## src/rtl/apb_bridge_pkg.sv

```systemverilog
// apb_bridge_pkg: shared FSM state type and address-page constants for the APB bridge
package apb_bridge_pkg;
  typedef enum logic [1:0] {IDLE, SETUP, ACCESS, ERR} state_t;
  localparam int PAGE_W = 20;
  localparam logic [PAGE_W-1:0] DEF_BASE_PAGE = 20'h10000;
endpackage

```

## src/rtl/apb_addr_decoder.sv

```systemverilog
// apb_addr_decoder: maps a 4 KiB page number to a one-hot slave select
module apb_addr_decoder import apb_bridge_pkg::*; #(
  parameter int NUM_SLAVES = 4,
  parameter logic [PAGE_W-1:0] BASE_PAGE = DEF_BASE_PAGE
) (
  input  logic [PAGE_W-1:0]     page,
  output logic [NUM_SLAVES-1:0] sel,
  output logic                  mapped
);
  always_comb begin
    sel = '0;
    for (int i = 0; i < NUM_SLAVES; i++) sel[i] = page == BASE_PAGE + PAGE_W'(i);
  end
  assign mapped = |sel;
endmodule

```

## src/rtl/apb_master_bridge.sv

```systemverilog
// apb_master_bridge: turns single-cycle core bus requests into APB4 transfers,
// stalling the core until the slave answers, the address misses, or the watchdog fires
module apb_master_bridge import apb_bridge_pkg::*; #(
  parameter int NUM_SLAVES = 4,
  parameter logic [PAGE_W-1:0] BASE_PAGE = DEF_BASE_PAGE,
  parameter int TIMEOUT = 255
) (
  input  logic                     clk,
  input  logic                     reset,
  input  logic                     busReq,
  input  logic                     busWe,
  input  logic [31:0]              busAddr,
  input  logic [31:0]              busWData,
  input  logic [3:0]               busBe,
  output logic [31:0]              busRData,
  output logic                     busReady,
  output logic                     busError,
  output logic [31:0]              PADDR,
  output logic                     PWRITE,
  output logic [NUM_SLAVES-1:0]    PSEL,
  output logic                     PENABLE,
  output logic [31:0]              PWDATA,
  output logic [3:0]               PSTRB,
  input  logic [NUM_SLAVES*32-1:0] PRDATA,
  input  logic [NUM_SLAVES-1:0]    PREADY,
  input  logic [NUM_SLAVES-1:0]    PSLVERR
);
  localparam int CW = $clog2(TIMEOUT + 1);
  state_t                state;
  logic [NUM_SLAVES-1:0] dec_sel;
  logic                  mapped;
  logic [CW-1:0]         cnt;
  logic                  hit;
  logic [31:0]           rdata;
  apb_addr_decoder #(.NUM_SLAVES(NUM_SLAVES), .BASE_PAGE(BASE_PAGE)) u_dec (
    .page(busAddr[31:12]),
    .sel(dec_sel),
    .mapped(mapped)
  );
  // Completion is combinational from the selected slave so a zero-wait access costs no extra cycle
  always_comb begin
    hit = state == ACCESS && |(PREADY & PSEL);
    rdata = '0;
    for (int i = 0; i < NUM_SLAVES; i++) if (PSEL[i]) rdata = PRDATA[32*i +: 32];
    busReady = state == ERR || hit;
    busError = state == ERR || (hit && |(PSLVERR & PSEL));
    busRData = hit ? rdata : '0;
  end
  always_ff @(posedge clk or posedge reset) begin
    if (reset) begin
      state   <= IDLE;
      PSEL    <= '0;
      PENABLE <= 1'b0;
      PWRITE  <= 1'b0;
      PADDR   <= '0;
      PWDATA  <= '0;
      PSTRB   <= '0;
      cnt     <= '0;
    end else begin
      case (state)
        IDLE: if (busReq) begin
          PADDR  <= busAddr;
          PWDATA <= busWData;
          PWRITE <= busWe;
          PSTRB  <= busWe ? busBe : 4'b0000;
          PSEL   <= dec_sel;
          state  <= mapped ? SETUP : ERR;
        end
        SETUP: begin
          PENABLE <= 1'b1;
          state   <= ACCESS;
        end
        // The TIMEOUT-th unanswered access cycle is the last one before forced error completion
        ACCESS: if (hit || cnt == CW'(TIMEOUT - 1)) begin
          PSEL    <= '0;
          PENABLE <= 1'b0;
          cnt     <= '0;
          state   <= hit ? IDLE : ERR;
        end else cnt <= cnt + 1'b1;
        default: state <= IDLE;
      endcase
    end
  end
endmodule
```

## config.mk

```make
export PLATFORM = sky130hd
export DESIGN_NAME = apb_master_bridge
export DESIGN_NICKNAME = d
export VERILOG_FILES = /design/src/rtl/apb_bridge_pkg.sv /design/src/rtl/apb_addr_decoder.sv /design/src/rtl/apb_master_bridge.sv
export SDC_FILE = /design/constraint.sdc
export NUM_CORES = 1
export LEC_CHECK = 0
export ABC_AREA = 1
export CORE_AREA = 2 2 122 124
export DETAILED_ROUTE_END_ITERATION = 8
export DIE_AREA = 0 0 124 126
export PLACE_DENSITY = 0.78
export SLEW_MARGIN = 20
export SYNTH_ARGS = -nofsm -noshare
export SYNTH_HDL_FRONTEND = slang
export SYNTH_SLANG_ARGS = --single-unit
```

## constraint.sdc

```tcl
create_clock -name clk -period 2.5 [get_ports clk]
set_clock_uncertainty 0.05 [all_clocks]
set_input_delay 0.375 -clock clk [delete_from_list [all_inputs] [get_ports clk]]
set_output_delay 0.375 -clock clk [all_outputs]
set_load 0.01 [all_outputs]
```

==> results.py <==
metrics = {
    "floorplan": {
        "die_y_um": 126,
        "die_w_um": 124,
        "ios": 316,
        "coreArea_um2": 14300,
        "die_area_um2": 15600,
        "initial_utilization": 0.326,
        "row_count": 44,
    },
    "critical_path": {
        "critPathMaxFanout": 7,
        "path_class": "flop to output pin",
        "critPathBufInv": 5,
        "cp-end-kind": "output pin",
        "crit_top_cell": "buf_4",
        "worstSetupStartpointType": "flop",
        "critPathRequiredTime_ns": 2.08,
        "worstPathCellList": "buf_4 -> nand2_1 -> nand2_1 -> o21ai_4 -> buf_4 -> buf_6 -> buf_4 -> nor2_1 -> dlygate4sd2_1",
        "critPathSlowestCell": "dfrtp_2",
        "max_stage_delay_ns": 0.44,
        "arrival_ns": 1.96,
        "critical_path.top_delay_family": "buffers and inverters",
    },
    "logic_synthesis": {
        "synth_xor_area_frac": 0.00376,
        "synth_nets": 858,
        "ys_ff_latch": 84,
        "synth_top_area_share": 0.451,
        "synth_area_leaders": "dfrtp_1, nand2_1, a21oi_1, nor2_1, o31ai_1",
        "synthTopCellsByCount": "nand2_1, dfrtp_1, nor2_1",
        "synth_top_flop_cell": "dfrtp_1",
        "synth.area.mux_share": 0,
        "ys_async_sr_fraction": 1.00,
        "synth_top_family_by_area": "simple AND/OR/NAND/NOR gates",
        "synth_top_area_cell": "dfrtp_1",
        "ys_types": 31,
        "ys_seq_area_frac": 0.451,
        "synthSimpleGateAreaFrac": 0.315,
        "syn_area_per_cell_um2": 7.20,
        "syn_area_um2": 4660,
        "synth_most_common_cell": "nand2_1",
        "synth_compound_area_frac": 0.164,
        "synth_cells": 648,
        "synth_edf_count": 0,
        "synth-adder-area-share": 0.00537,
        "yosys_warnings": 0,
    },
    "sta": {
        "relSlewSlack": 0.522,
        "drv_slew": 0,
        "fmax_ghz": 0.419,
        "hold_ws_ns": 0.420,
        "worstMarginPinSlew_ns": 0.718,
        "fin_crit_sh": 0.956,
        "min_period_ns": 2.39,
        "hold_viol_final": 0,
        "final.setup.tns_ns": 0,
        "setup_viol": 0,
        "rsz0062_at_grt": "false",
    },
    "job": {
        "cap_violations": 0,
    },
    "grt": {
        "grt-busiest-layer": "met2",
        "track_usage": 0.232,
        "grtUsageMet3": 0.0996,
        "grt_max_degree": 85,
        "grt.overflow.total": 0,
        "use_met1": 0.258,
        "grt_util_met2": 0.397,
        "first_global_vias": 5361,
        "antenna_found_initial": 0,
        "grt_first_pass_wirelength_um": 27700,
    },
    "clocking": {
        "numCtsBuffers": 9,
        "cts-root-buf": "clkbuf_16",
        "clk_latency_ns": 0.33,
        "cts_tree": "yes",
        "cts.clk_slew.worst_paths_ns": 0.06,
        "cts_buffer_depth": 2,
        "cts_sinks": 84,
        "cts_max_level": 3,
    },
    "power": {
        "peakVddDrop_uv": 542,
        "power_w": 0.00632,
        "power_density_nw_per_um2": 739,
        "p_leak_nw": 3.94,
    },
    "route": {
        "routed_wl_um": 18800,
        "drt-wirelength-per-cell_um": 16.3,
        "antenna_left": 0,
        "vias_per_cell": 4.77,
        "vias": 5523,
        "first_pass_iters": 4,
        "drt-initial-drc-count": 278,
        "drcViolationCount": 0,
    },
    "place": {
        "hpwl_um": 14100,
        "place.gp.congestion": 0.876,
        "io_buffer_count": 315,
    },
    "layout": {
        "drive_above_1_share": 0.0873,
        "diodes": 0,
        "area_growth_pct": 83.4,
        "num-nets-final": 1179,
    },
    "outcome": {
        "status": "completed",
    },
    "min_path": {
        "hold_path_class": "flop to flop",
    },
}
[what timing repair did]
item / in CTS / in global routing
gates cloned: 1 / 1
buffers inserted: 9 / 5
endpoints found under the hold margin: 0 / 0
hold buffers: 0 / 0
resized for setup: 42 / 7
pin swaps: 3 / 2
endpoints found under the setup margin: 33 / 7
[worst reg2reg max path, cell delays in order (launching register included)]
cell,delay (ns)
dfrtp_1,0.43
nor2_1,0.15
inv_2,0.07
nor2_4,0.09
buf_4,0.56
nand2_1,0.21
o31ai_2,0.09
[metrics by stage]
stage | cells | instance area (um^2) | setup WS [ns] | util
final | 1158 | 8550 | 0.111 | 0.598
after global routing | 1158 | 8550 | 0.00559 | 0.598
after CTS | 1152 | 8470 | -0.0960 | 0.592
after detailed placement | 1126 | 8110 | -0.171 | 0.567
after global placement | 1126 | 8110 | -0.179 | 0.567
after floorplan | 648 | 4670 | 0.741 | -
[power breakdown]
part           leakage, nW  total (W)  switching [W]  internal, W
sequential            1.05    0.00231       0.000357      0.00195
clock                0.129    0.00124       0.000556     0.000680
combinational         2.76    0.00278        0.00125      0.00153
[final timing paths]
kind                           start            to  slack (ns)  cells after the start
max                          PSEL[2]  busRData[20]        0.11                      9
min                        PADDR[21]     PADDR[21]        0.42                      2
max reg2reg                 state[0]       PSEL[1]        0.75                      6
min reg2reg                PADDR[21]     PADDR[21]        0.42                      2
max in group asynchronous      reset       PSEL[1]        1.53                      3
min in group asynchronous      reset    PWDATA[24]        0.46                      3
[routing by layer]
metal | share of wire | routed length, um
met2 | 0.48 | 9070
met5 | 0 | 0
met1 | 0.37 | 6970
met3 | 0.12 | 2320
met4 | 0.025 | 480
[placed cells by master (no fill, tap or decap), types with 4 or more instances in the layout]
cell and n:
a21oi_1 70, buf_12 10, buf_4 24, clkbuf_16 10, clkdlybuf4s50_1 282, dfrtp_1 81
dlygate4sd2_1 29, inv_1 12, inv_2 4, nand2_1 237, nand3_1 18, nor2_1 83
nor3_1 6, o21ai_0 27, o21ai_1 8, o31ai_1 24, o31ai_2 4, or2_2 6
[kinds of logic (layout without fill, tap and decap cells)]
group | after synthesis | in the layout
simple gates | 363 | 363
compound gates | 135 | 135
flops | 84 | 84
buf+inv | 62 | 388
fa+ha+maj | 2 | 2
xor+xnor | 2 | 2
[registers in the layout, summed over array words and instances (netlist names)]
signal and flops:
PSTRB 4, PWDATA 32, PADDR 32, state 2, PWRITE 1, PSEL 4, cnt 8, PENABLE 1
[cell type report]
class | count | area (um^2)
clock inverters | 6 | 46.3
repair buffers | 353 | 3560
inverters | 19 | 80.1
well taps | 184 | 230
multi-input cells | 502 | 2300
flip-flops and latches | 84 | 2110
clock buffers | 10 | 229
fillers | 1266 | 5760
(Power assumes the default switching activity.)
